===== src/rtl/sys1_main_pkg.sv =====
// Shared constants for the System 1 main-CPU glue: I/O addresses, input-port
// select encodings, ROM1 bank bit map and the sound-queue pointer width helper.
package sys1_main_pkg;

    localparam logic [7:0] IO_SND_A = 8'h14;
    localparam logic [7:0] IO_SND_B = 8'h18;
    localparam logic [7:0] IO_VMD_A = 8'h15;
    localparam logic [7:0] IO_VMD_B = 8'h19;

    typedef enum logic [2:0] {
        PSEL_INP0 = 3'b000,
        PSEL_INP1 = 3'b001,
        PSEL_INP2 = 3'b010,
        PSEL_DSW  = 3'b011,
        PSEL_DSW1 = 3'b100
    } psel_e;

    // Entry i names the VIDMD bit that drives ROM1_BANK[i].
    localparam logic [3:0][2:0] BANK_MAP = {3'd4, 3'd5, 3'd6, 3'd2};

    function automatic int ptr_width(input int depth);
        return (depth <= 2) ? 1 : $clog2(depth);
    endfunction

endpackage


===== src/rtl/sys1_sndq.sv =====
// Sound-command FIFO: head entry visible combinationally, sticky overflow flag
// for pushes dropped while full.
module sys1_sndq
    import sys1_main_pkg::*;
#(
    parameter int DEPTH = 4
) (
    input  logic       clk,
    input  logic       rst,
    input  logic       push,
    input  logic [7:0] din,
    input  logic       pop,
    output logic [7:0] dout,
    output logic       not_empty,
    output logic       ovf
);

    localparam int PW = ptr_width(DEPTH);
    localparam logic [PW:0] FULL_CNT = DEPTH[PW:0];

    logic [PW-1:0] wr_q, wr_d, rd_q, rd_d;
    logic [PW:0]   cnt_q, cnt_d;
    logic          ovf_q, ovf_d;
    logic [7:0]    mem_q [DEPTH];
    logic          full, pop_ok, push_ok;

    assign not_empty = (cnt_q != '0);
    assign full      = (cnt_q == FULL_CNT);
    assign pop_ok    = pop & not_empty;
    // A pop in the same cycle frees the slot, so a push into a full queue still lands.
    assign push_ok   = push & (~full | pop_ok);
    assign dout      = not_empty ? mem_q[rd_q] : 8'h00;
    assign ovf       = ovf_q;

    always_comb begin
        wr_d  = wr_q;
        rd_d  = rd_q;
        cnt_d = cnt_q;
        ovf_d = ovf_q;
        if (push_ok) wr_d = wr_q + PW'(1);
        if (pop_ok)  rd_d = rd_q + PW'(1);
        case ({push_ok, pop_ok})
            2'b10:   cnt_d = cnt_q + (PW+1)'(1);
            2'b01:   cnt_d = cnt_q - (PW+1)'(1);
            default: cnt_d = cnt_q;
        endcase
        if (push & ~push_ok) ovf_d = 1'b1;
    end

    always_ff @(posedge clk or posedge rst) begin
        if (rst) begin
            wr_q  <= '0;
            rd_q  <= '0;
            cnt_q <= '0;
            ovf_q <= 1'b0;
        end else begin
            wr_q  <= wr_d;
            rd_q  <= rd_d;
            cnt_q <= cnt_d;
            ovf_q <= ovf_d;
        end
    end

    always_ff @(posedge clk) begin
        if (push_ok) mem_q[wr_q] <= din;
    end

endmodule


===== src/rtl/sys1_main_ctrl.sv =====
// System 1 main-CPU glue: clock enable, address decode, read mux, video mode,
// VBLANK interrupt and sound command path (queue only with SEGASYS1_SNDFIFO_EN).
module sys1_main_ctrl
    import sys1_main_pkg::*;
#(
    parameter int CLKDIV    = 16,
    parameter int BANK_BITS = 2,
    parameter int SQ_DEPTH  = 4
) (
    input  logic                 CLK48M,
    input  logic                 RESET,
    input  logic [15:0]          CPU_AD,
    input  logic [7:0]           CPU_DO,
    input  logic                 CPU_MREQ,
    input  logic                 CPU_IORQ,
    input  logic                 CPU_RD,
    input  logic                 CPU_WR,
    input  logic                 CPU_M1,
    input  logic                 VBLK,
    input  logic                 VIDCS,
    input  logic [7:0]           VIDDO,
    input  logic [23:0]          INP,
    input  logic [15:0]          DSW,
    input  logic [7:0]           ROM0_DO,
    input  logic [7:0]           ROM1_DO,
    input  logic [7:0]           RAM_DO,
    output logic                 CPU_CEN,
    output logic                 CPU_INT,
    output logic [7:0]           CPU_DI,
    output logic                 RAM_WE,
    output logic [BANK_BITS-1:0] ROM1_BANK,
    output logic [7:0]           VIDMD,
    output logic                 SND_RQ,
    output logic [7:0]           SND_NO,
    input  logic                 SND_ACK,
    output logic                 SND_OVF
);

    localparam int DW = $clog2(CLKDIV);

    logic [DW-1:0] div_q, div_d;
    logic          cen_q, cen_d;
    logic [7:0]    vidmd_q, vidmd_d;
    logic          snd_lvl_q, vmd_lvl_q;
    logic          vblk_s1_q, vblk_s2_q, vblk_s3_q;
    logic          irq_q, irq_d;

    logic rom0_sel, rom1_sel, ram_sel, io_rd, port_hit;
    logic snd_dec, vmd_dec, snd_lvl, vmd_lvl, snd_ev, vmd_ev;
    logic vblk_rise, irq_ack;
    logic [7:0] port_data;
    psel_e psel;
    logic  unused_ad;

    assign unused_ad = ^CPU_AD[11:8];

    assign rom0_sel = ~CPU_AD[15];
    assign rom1_sel = (CPU_AD[15:14] == 2'b10);
    assign ram_sel  = (CPU_AD[15:12] == 4'hC);
    assign io_rd    = CPU_IORQ & CPU_RD & ~CPU_M1;
    assign port_hit = (CPU_AD[4:2] <= 3'd4);
    assign psel     = psel_e'(CPU_AD[4:2]);

    assign snd_dec = (CPU_AD[7:0] == IO_SND_A) | (CPU_AD[7:0] == IO_SND_B);
    assign vmd_dec = (CPU_AD[7:0] == IO_VMD_A) | (CPU_AD[7:0] == IO_VMD_B);
    assign snd_lvl = snd_dec & CPU_IORQ & CPU_WR;
    assign vmd_lvl = vmd_dec & CPU_IORQ & CPU_WR;
    // Only the leading cycle of a write strobe counts, however long the CPU holds it.
    assign snd_ev  = snd_lvl & ~snd_lvl_q;
    assign vmd_ev  = vmd_lvl & ~vmd_lvl_q;

    assign vblk_rise = vblk_s2_q & ~vblk_s3_q;
    assign irq_ack   = CPU_M1 & CPU_IORQ;

    assign RAM_WE  = ram_sel & CPU_MREQ & CPU_WR;
    assign CPU_CEN = cen_q;
    assign CPU_INT = irq_q;
    assign VIDMD   = vidmd_q;

    always_comb begin
        port_data = 8'hFF;
        case (psel)
            PSEL_INP0: port_data = INP[7:0];
            PSEL_INP1: port_data = INP[15:8];
            PSEL_INP2: port_data = INP[23:16];
            PSEL_DSW:  port_data = CPU_AD[0] ? DSW[15:8] : DSW[7:0];
            PSEL_DSW1: port_data = DSW[15:8];
            default:   port_data = 8'hFF;
        endcase
    end

    always_comb begin
        CPU_DI = 8'hFF;
        if (VIDCS & CPU_MREQ)            CPU_DI = VIDDO;
        else if (io_rd & vmd_dec)        CPU_DI = vidmd_q;
        else if (io_rd & port_hit)       CPU_DI = port_data;
        else if (CPU_MREQ & ram_sel)     CPU_DI = RAM_DO;
        else if (CPU_MREQ & rom0_sel)    CPU_DI = ROM0_DO;
        else if (CPU_MREQ & rom1_sel)    CPU_DI = ROM1_DO;
    end

    always_comb begin
        div_d   = (div_q == DW'(CLKDIV - 1)) ? '0 : div_q + DW'(1);
        // Registered so the pulse coincides with count 0 yet stays low out of reset.
        cen_d   = (div_q == DW'(CLKDIV - 1));
        vidmd_d = vmd_ev ? CPU_DO : vidmd_q;
        irq_d   = irq_q;
        if (irq_ack)   irq_d = 1'b0;
        if (vblk_rise) irq_d = 1'b1;
    end

    always_ff @(posedge CLK48M or posedge RESET) begin
        if (RESET) begin
            div_q     <= '0;
            cen_q     <= 1'b0;
            vidmd_q   <= 8'h00;
            snd_lvl_q <= 1'b0;
            vmd_lvl_q <= 1'b0;
            vblk_s1_q <= 1'b0;
            vblk_s2_q <= 1'b0;
            vblk_s3_q <= 1'b0;
            irq_q     <= 1'b0;
        end else begin
            div_q     <= div_d;
            cen_q     <= cen_d;
            vidmd_q   <= vidmd_d;
            snd_lvl_q <= snd_lvl;
            vmd_lvl_q <= vmd_lvl;
            vblk_s1_q <= VBLK;
            vblk_s2_q <= vblk_s1_q;
            vblk_s3_q <= vblk_s2_q;
            irq_q     <= irq_d;
        end
    end

    for (genvar gi = 0; gi < BANK_BITS; gi++) begin : g_bank
        assign ROM1_BANK[gi] = vidmd_q[BANK_MAP[gi]];
    end

`ifdef SEGASYS1_SNDFIFO_EN
    sys1_sndq #(
        .DEPTH(SQ_DEPTH)
    ) u_sndq (
        .clk       (CLK48M),
        .rst       (RESET),
        .push      (snd_ev),
        .din       (CPU_DO),
        .pop       (SND_ACK),
        .dout      (SND_NO),
        .not_empty (SND_RQ),
        .ovf       (SND_OVF)
    );
`else
    localparam int unused_sq_depth = SQ_DEPTH;

    logic [7:0] snd_no_q, snd_no_d;
    logic       snd_rq_q;
    logic       unused_ack;

    assign unused_ack = SND_ACK;

    always_comb begin
        snd_no_d = snd_ev ? CPU_DO : snd_no_q;
    end

    always_ff @(posedge CLK48M or posedge RESET) begin
        if (RESET) begin
            snd_no_q <= 8'h00;
            snd_rq_q <= 1'b0;
        end else begin
            snd_no_q <= snd_no_d;
            snd_rq_q <= snd_ev;
        end
    end

    assign SND_NO  = snd_no_q;
    assign SND_RQ  = snd_rq_q;
    assign SND_OVF = 1'b0;
`endif

endmodule


===== config.mk =====
export PLATFORM = sky130hd
export DESIGN_NAME = sys1_main_ctrl
export DESIGN_NICKNAME = d
export VERILOG_FILES = /design/src/rtl/sys1_main_pkg.sv /design/src/rtl/sys1_sndq.sv /design/src/rtl/sys1_main_ctrl.sv
export SDC_FILE = /design/constraint.sdc
export NUM_CORES = 1
export LEC_CHECK = 0
export BUFFER_PORTS_ARGS = -buffer_cell sky130_fd_sc_hd__buf_4
export CAP_MARGIN = 20
export CORE_AREA = 2 2 70 72
export DETAILED_ROUTE_END_ITERATION = 16
export DIE_AREA = 0 0 72 74
export HOLD_SLACK_MARGIN = 0.03
export PLACE_DENSITY = 0.91
export SLEW_MARGIN = 20
export SYNTH_ARGS = -nofsm -noshare
export SYNTH_HDL_FRONTEND = slang
export SYNTH_SLANG_ARGS = --single-unit

===== constraint.sdc =====
create_clock -name CLK48M -period 2.8 [get_ports CLK48M]
set_input_delay 0.14 -clock CLK48M [delete_from_list [all_inputs] [get_ports CLK48M]]
set_output_delay 0.14 -clock CLK48M [all_outputs]
set_load 0.1 [all_outputs]

== Word-level counts from Yosys, hierarchy flattened ==
Index checks and enable logic that the tools add are counted.

* Register bits after elaboration: 28
* Input port bits: 106
* Output and inout port bits: 31

* Add/subtract/negate cells: 1
* Magnitude comparators: 1
* Eq/ne operators: 11
* Mux-type cells: 11
* Bitwise logic cells: 24
* Reduce and logical (&&, ||, !) cells: 2

{| class="wikitable"
|+ Operator list
! operator !! number
|-
| $mux W8 || 7
|-
| $pmux W8 S5 || 1
|-
| $eq A8 B5 Y1 const B || 4
|-
| $and A1 B1 Y1 || 17
|-
| $eq A4 B4 Y1 const B || 2
|-
| $eq A3 B2 Y1 const B || 2
|-
| $not A1 Y1 || 5
|-
| $add A4 B1 Y4 const B || 1
|-
| $mux W4 || 1
|-
| $eq A3 B1 Y1 const B || 1
|-
| $eq A3 B3 Y1 const B || 1
|-
| $le A3 B3 Y1 const B || 1
|-
| $logic_not A3 Y1 || 1
|-
| $eq A2 B2 Y1 const B || 1
|-
| $mux W1 || 2
|-
| $or A1 B1 Y1 || 2
|-
| $reduce_bool A2 Y1 || 1
|}

== Depth between registers and ports, before layout ==
Gate-level depths: netlist (run 1).

* Depth after elaboration: 8
* Gate-level depth with buffers: 7

== Worst setup path before layout (run 1) ==
No wires, ideal clock.

* Path type: reg2out
* Start point: register vidmd_q[2] (netlist: VIDMD[2])
* End point: output port CPU_DI[2]
* Arrival time: 2.742 ns
* Required time: 2.660 ns
* Path slack: -0.082 ns
* Stages on the path, launching flop included: 4
* Path buffers: 0
* Path through: dfrtp_1 or3_1 o21ai_0 a31oi_1

* Cells in the longest elaborated chain, start to end: 2

{| class="wikitable"
|+ RTL lines
! what !! line !! text
|-
| start: declaration || sys1_main_ctrl.sv:43 || <nowiki>logic [7:0] vidmd_q, vidmd_d;</nowiki>
|-
| start signal: assignment || sys1_main_ctrl.sv:126 || <nowiki>vidmd_q <= vidmd_d;</nowiki>
|-
| $mux W8 || sys1_main_ctrl.sv:95 || <nowiki>else if (io_rd & vmd_dec) CPU_DI = vidmd_q;</nowiki>
|-
| $mux W8 || sys1_main_ctrl.sv:94 || <nowiki>if (VIDCS & CPU_MREQ) CPU_DI = VIDDO;</nowiki>
|-
| end: declaration || sys1_main_ctrl.sv:29 || <nowiki>output logic [7:0] CPU_DI,</nowiki>
|}

No other way between the ends.

== Worst setup path after layout (run 1) ==
* Start point: input port CPU_AD[4]
* End point: output port CPU_DI[6]

* Cells in the longest elaborated chain, start to end: 5

{| class="wikitable"
|+ RTL lines
! what !! line !! text
|-
| start: declaration || sys1_main_ctrl.sv:12 || <nowiki>input logic [15:0] CPU_AD,</nowiki>
|-
| $le A3 B3 Y1, or another cell as far along || sys1_main_ctrl.sv:61 || <nowiki>assign port_hit = (CPU_AD[4:2] <= 3'd4);</nowiki>
|-
| $and A1 B1 Y1, or another cell as far along || sys1_main_ctrl.sv:96 || <nowiki>else if (io_rd & port_hit) CPU_DI = port_data;</nowiki>
|-
| $mux W8 or $and A1 B1 Y1 (tied branches) || sys1_main_ctrl.sv:96, sys1_main_ctrl.sv:95 ||
|-
| $mux W8 (*) || sys1_main_ctrl.sv:95 ||
|-
| $mux W8 (*) || sys1_main_ctrl.sv:94 ||
|}

Every way passes the cells marked *; elsewhere a longest branch is shown, timed or not.

==> results of run 1 <==
==> state kept, by name (all words and copies together) (netlist names) <==
signal,flops
CPU_CEN,1
vblk_s3_q,1
VIDMD,8
vmd_lvl_q,1
snd_lvl_q,1
vblk_s2_q,1
SND_NO,8
SND_RQ,1
vblk_s1_q,1
CPU_INT,1
div_q,4
==> stage by stage <==
stage	std cells	hold WS [ns]	utilization
after floorplan	230	0.171	-
after global routing	405	0.0714	0.667
after global placement	399	0.250	0.651
after detailed placement	399	0.253	0.651
after CTS	404	0.0738	0.665
final	405	0.0753	0.667
==> cells in the final DEF (no fill, tap or decap), types with 2 or more instances in the layout <==
cell           netlist  routed
a211oi_1             6       6
a21o_1               5       5
a21oi_1              6       6
a31oi_2              0       8
and2_1               2       2
and3_1               2       2
buf_4                3     130
clkbuf_8             0       4
dfrtp_1             28      28
dlygate4sd3_1        0       2
inv_1                4       3
mux2_2              13      13
mux2i_1              8       8
nand2_1             39      39
nand2b_1             9       9
nor2_1              11      11
nor2b_1              5       5
nor3b_1              2       2
o211ai_1             6       6
o21ai_0             30      30
o32ai_1              8       8
or3_1                9       9
==> logic make-up after synthesis <==
family | share of synthesized area
other | 0.00189
AO/OA/AOI/OAI | 0.216
flip-flops | 0.354
AND/OR/NAND/NOR | 0.247
multiplexers | 0.114
XOR/XNOR | 0.0126
buffers and inverters | 0.0486
adder cells (fa/ha/maj) | 0.00631
==> layer usage <==
layer	vias to the layer above	GRT usage
li1	1065	-
met1	993	0.291
met2	97	0.412
met3	12	0.0271
met4	0	0.0797
met5	-	0
==> cells in the mapped netlist (all sizes together) <==
| library cell | count |
|---|---|
| nand2 | 39 |
| o21ai | 30 |
| dfrtp | 28 |
| mux2 | 13 |
| nor2 | 11 |
| buf | 10 |
| nand2b | 9 |
| or3 | 9 |
| a31oi | 8 |
| mux2i | 8 |
| o32ai | 8 |
| a211oi | 6 |
| a21oi | 6 |
| o211ai | 6 |
| a21o | 5 |
| clkbuf | 5 |
| nor2b | 5 |
| inv | 4 |
| and2 | 3 |
| nor3 | 3 |
| and3 | 2 |
| nand4 | 2 |
| nor3b | 2 |
| xor2 | 2 |
| and2b | 1 |
| and3b | 1 |
| conb | 1 |
| ha | 1 |
| nand3 | 1 |
| nor4b | 1 |
==> report_power, final <==
part	switching, uW	internal, uW	total [uW]
combinational	327	178	506
clock	115	126	241
sequential	10.4	420	430
==> repair_timing <==
action / CTS / global route
hold buffers: 1 / 1
setup buffers: 0 / 0
endpoints found under the hold margin: 1 / 28
==> layout make-up <==
class                           instances  area share
Clock buffer                            4      0.0179
Inverter                                4     0.00489
Multi-Input combinational cell        183       0.402
Sequential cell                        28       0.228
Tap cell                               54      0.0220
Timing Repair Buffer                  132       0.325
==> worst max path at each step <==
stage | endpoint | slack (ns) | cells past startpoint
finish | CPU_DI[6] | 0.68 | 6
global placement | CPU_DI[6] | 0.70 | 6
global route | CPU_DI[6] | 0.53 | 6
CTS | CPU_DI[6] | 0.66 | 6
floorplan | CPU_DI[2] | 0.47 | 3
detailed placement | CPU_DI[6] | 0.66 | 6
==> worst register-to-register path, delay by kind of cell, from the launching register on <==
kind,cells,cell delay [ns]
flops,1,0.41
mux,1,0.38
simple gates,1,0.37
==> out/results.tsv, run 1 <==
stage	metric	value	unit
critical_path	Critical Path Start Type	primary input	
global_route	largest net degree at the start of global routing	31	
route	routed via count	2167	
sta	final hold viol count	0	
sta	Tmin final	2.12	ns
finish	multi-input logic area	1230	sq um
global_route	initial antenna violation count	0	
job	Max Cap Violations	0	
die	Std-Cell Rows	25	
route	wl on met1	2460	um
logic_synthesis	Mapped Avg Cell Area	8.62	sq um
clock_network	Root Driver	clkbuf_8	
clock_network	# H-tree levels	1	
pwr	Power Density	383	nW/um^2
sta	setup TNS	0	ns
clock_network	clock tree buffer depth	2	
finish	Register Area	701	sq um
global_route	number of global-route vias before repair	2074	
finish	Nets	459	
clock_network	Post-CTS Resized	0	
finish	Fill cells	395	
die	die area	5330	sq um
die	Die H	74	um
place	DP Area	2990	sq um
critical_path	critical-path cell list	buf_4, nor4b_4, nand4_2, and2_0, a31oi_2, buf_4	
route	Final ANT Viol Nets	0	
route	residual DRC count	0	
die	Initial Util	0.431	
pwr	Leak Pwr	0.00150	uW
critical_path	worst endpoint required time	2.66	ns
clock_network	worst skew pair latency	0.27	ns
critical_path	Buf/Inv on CP	2	
sta	fin. max-slew vios	0	
logic_synthesis	#FFs+latches synth	28	
sta	slew of the pin with the lowest slew margin	0.647	ns
logic_synthesis	syn nets	337	
hold_path	Hold Crit Endpoint	SND_NO[6]	
global_route	first-pass GRT wire length	9650	um
global_route	gr usage total	0.230	
global_route	gr ovfl total	0	
place	GP Congestion	0.901	
logic_synthesis	Netlist cell types	38	
hold_path	worst hold path cell count	3	
sta	unrepaired setup endpoints after global routing	false	
critical_path	CP dominant cell by count	buf_4	
pwr	Peak VDD IR	0.364	mV
finish	ANT cells	0	
sta	Slew headroom	0.569	
logic_synthesis	Seq/Total Area, Yosys	0.354	
logic_synthesis	Synth Warn #	0	
sta	setup slack of the critical path after layout	0.677	ns
clock_network	Num CTS Buffers	3	
finish	fin area	3070	sq um
hold_path	Hold Crit Class	in -> reg	
route	Routed WL per cell	15.2	um
critical_path	slowest stage cell on the critical path	and2_0	
sta	Max Fclk	0.471	GHz
route	Met3 Wirelength	489	um
finish	Layout area overhead	54.9	%
hold_path	Hold Crit Start	CPU_DO[6]	
route	metal2 WL	3070	um
critical_path	Worst Path Class, Setup	in -> out	
clock_network	clk slew on worst S/H paths	0.09	ns
critical_path	Crit Reg-Reg Startpoint	vmd_lvl_q	
clock_network	# clock sinks	28	
logic_synthesis	Synth area leaders	dfrtp_1, o21ai_0, mux2_2, nand2_1, mux2i_1	
die	Core ar.	4600	sq um
place	placed wire-length estimate	5020	um
critical_path	terminus of the critical flop-to-flop path	VIDMD[0]	
critical_path	CP Launch Point	CPU_AD[4]	
finish	layout cells sized above 1	0.464	
critical_path	CP delay by family, top	simple AND/OR/NAND/NOR gates	
critical_path	delay of the slowest critical-path stage	0.44	ns
route	top routing layer used	met4	
route	final wirelength	6170	um
critical_path	R2R depth	2	
sta	Tcrit/Tclk final	0.758	
die	Die W	72	um
sta	Final setup viols	0	
critical_path	flop2flop setup slack	1.53	ns
place	IO buf count	130	
pwr	Final Power	1180	uW
route	initial drt markers	139	
logic_synthesis	post-synthesis cell area	1980	sq um
logic_synthesis	share of the synthesized area in the top cell type	0.354	
outcome	status	complete, no violations	
critical_path	Worst Path Arrival	1.98	ns
die	boundary pin count	137	
route	Vias per Instance	5.35	
place	Place WS	0.663	ns
clock_network	CTS tree	built	
logic_synthesis	Synth area leader	dfrtp_1	
sta	Setup Skew	0.0107	ns
critical_path	Worst Setup End Kind	output pin	
logic_synthesis	cell count after synthesis	230	
critical_path	Max FO, Critical Path	20	
route	First-pass DRT Iterations	4	
No activity file was read; power rests on OpenSTA's default activity.
==> run 2, diff against run 1 <==
CORE_AREA = 2 2 76 78   (was 2 2 70 72)
DIE_AREA = 0 0 78 80   (was 0 0 72 74)
PLACE_DENSITY = 0.82   (was 0.91)
clock period = 1.8 ns   (was 2.8 ns; I/O delays follow)
==> run 2 against run 1 <==
  * Setup slack lost 0.57 ns
  * Core utilization shrank 3.9 points
  * First-iteration DRC count shrank 22%
  * Clock skew shrank 0.0035 ns
  * Combinational power grew 70%
  * Count of clock-buffer cells in the layout shrank 1
  * Power grew 71%
  * Sequential cell count is the same
  * Clock power grew 100%
  * Critical path depth grew 1
  * Global-route usage shrank 0.99 points
  * Register-to-register slack lost 0.95 ns
==> out/results.tsv, run 2 (synthesis gave the netlist of run 1 again) <==
stage	metric	value	unit
sta	Final setup viols	0	
finish	Layout area overhead	71.5	%
pwr	Psw	736	uW
clock_network	# H-tree levels	1	
sta	setup TNS	0	ns
die	Die W	78	um
finish	multi-input logic area	1320	sq um
critical_path	slowest stage cell on the critical path	or3_1	
route	Routed WL per cell	15.4	um
critical_path	Worst Setup End Kind	output pin	
route	final wirelength	6780	um
critical_path	Max FO, Critical Path	16	
clock_network	Num CTS Buffers	3	
critical_path	Worst Path Arrival	1.60	ns
die	Std-Cell Rows	27	
clock_network	clk slew on worst S/H paths	0.09	ns
die	boundary pin count	137	
place	DP Area	3220	sq um
route	First-pass DRT Iterations	5	
finish	fin area	3400	sq um
place	IO buf count	130	
sta	Max Fclk	0.590	GHz
pwr	Seq pwr share	0.334	
die	Die H	80	um
clock_network	postcts setup bufs	0	
die	die area	6240	sq um
die	Core ar.	5410	sq um
place	placed wire-length estimate	5480	um
sta	final hold viol count	0	
finish	Nets	477	
critical_path	worst endpoint required time	1.71	ns
finish	Final Non-Filler Cells	441	
die	Initial Util	0.367	
clock_network	CTS tree	built	
global_route	initial antenna violation count	0	
clock_network	Root Driver	clkbuf_8	
pwr	Leak Pwr	0.00160	uW
global_route	number of global-route vias before repair	2334	
finish	Fill cells	488	
pwr	internal power	1280	uW
pwr	logic gate share of total power	0.426	
critical_path	Buf/Inv on CP	2	
pwr	Clk pwr share	0.240	
place	placed insts	428	
global_route	largest net degree at the start of global routing	29	
clock_network	clock tree buffer depth	2	
critical_path	Worst Path Class, Setup	in -> out	
global_route	gr ovfl total	0	
clock_network	# clock sinks	28	
pwr	Power Density	592	nW/um^2
sta	Tmin final	1.69	ns
critical_path	Critical Path Start Type	primary input	
outcome	status	complete, no violations	
route	initial drt markers	109	
sta	unrepaired setup endpoints after global routing	false	
critical_path	delay of the slowest critical-path stage	0.37	ns
clock_network	worst skew pair latency	0.27	ns
route	residual DRC count	0	
critical_path	CP dominant cell by count	buf_4	
finish	most frequent cells in the layout	buf_4, nand2_1, o21ai_0	
place	GP Congestion	0.836	
sta	Tcrit/Tclk final	0.941	
route	routed via count	2278	
job	Max Cap Violations	0	
finish	layout cells sized above 1	0.493	
sta	fin. max-slew vios	0	
global_route	first-pass GRT wire length	11000	um
pwr	Sw Ratio	0.366	
hold_path	Hold Crit Class	in -> reg	
finish	Register Area	711	sq um
route	Final ANT Viol Nets	0	
sta	Setup Skew	0.00712	ns
global_route	gr usage total	0.220	
pwr	Peak VDD IR	0.606	mV
critical_path	critical-path cell list	buf_4, nor4b_4, nand4_4, or3_1, o21ai_0, a31oi_4, buf_4	
critical_path	CP delay by family, top	simple AND/OR/NAND/NOR gates	
finish	ANT cells	0	
pwr	Final Power	2010	uW
route	Vias per Instance	5.17	
finish	commonest non-fill, non-tap cell in the layout	buf_4	
-- run 2: cell count changes in the layout (fill, tap and decap cells not counted), moves of 3 or more --
cell	delta
a31oi_2	-8
a31oi_4	+8
buf_12	+3
buf_4	+5
buf_6	+3
dfrtp_1	-8
dfrtp_2	+8
dlygate4sd3_1	+7
-- run 2: worst paths after layout --
| path | start | endpoint | slack (ns) | cells after the start |
|---|---|---|---|---|
| max in group asynchronous | RESET | VIDMD[0] | 1.05 | 4 |
| max | CPU_AD[4] | CPU_DI[3] | 0.11 | 7 |
| min in group asynchronous | RESET | vblk_s3_q | 0.46 | 4 |
| min reg2reg | vblk_s2_q | vblk_s3_q | 0.38 | 0 |
| max reg2reg | snd_lvl_q | SND_NO[7] | 0.58 | 3 |
| min | CPU_DO[0] | SND_NO[0] | 0.03 | 3 |
-- run 2: cell type report --
cell class / count / share of cell area
multi-input combinational: 183 / 0.387
timing repair buffer: 150 / 0.352
sequential: 28 / 0.209
tap: 72 / 0.0265
clock buffer: 3 / 0.0121
clock inverter: 1 / 0.00883
inverter: 4 / 0.00442
-- run 2: power by group through the flow --
stage	sequential, uW	clock, uW	combinational, uW
after detailed placement	685	0	835
after global routing	676	517	906
after global placement	685	0	823
final	673	482	858
after CTS	673	494	852
after floorplan	839	0	381
-- run 2: worst reg2reg max path, stage by stage (launching register included) --
cell and delay [ns]:
dfrtp_1 0.40, or3_1 0.52, nand2_1 0.13, nand2_1 0.06
-- run 2: what timing repair did --
action                                 CTS  global route
hold buffers                             9             0
endpoints found under the hold margin   36             0
resized for setup                        0             6
setup endpoints to repair                0             6
-- run 2: metal layers --
metal	wire length, um	part of all wire	global-route usage	vias up
met3	423	0.062	0.0373	8
met1	2790	0.41	0.274	1071
met5	0	0	0	-
li1	-	-	-	1104
met4	70	0.010	0.0351	0
met2	3490	0.52	0.407	95
-- run 2: metrics by stage --
stage               hold WS, ns   util  setup WS, ns
CTS                      0.0365  0.625        0.0595
detailed placement        0.186  0.595        0.0581
global route             0.0471  0.629        0.0161
floorplan                 0.121      -        0.0569
finish                   0.0347  0.629         0.106
global placement          0.173  0.595        0.0887
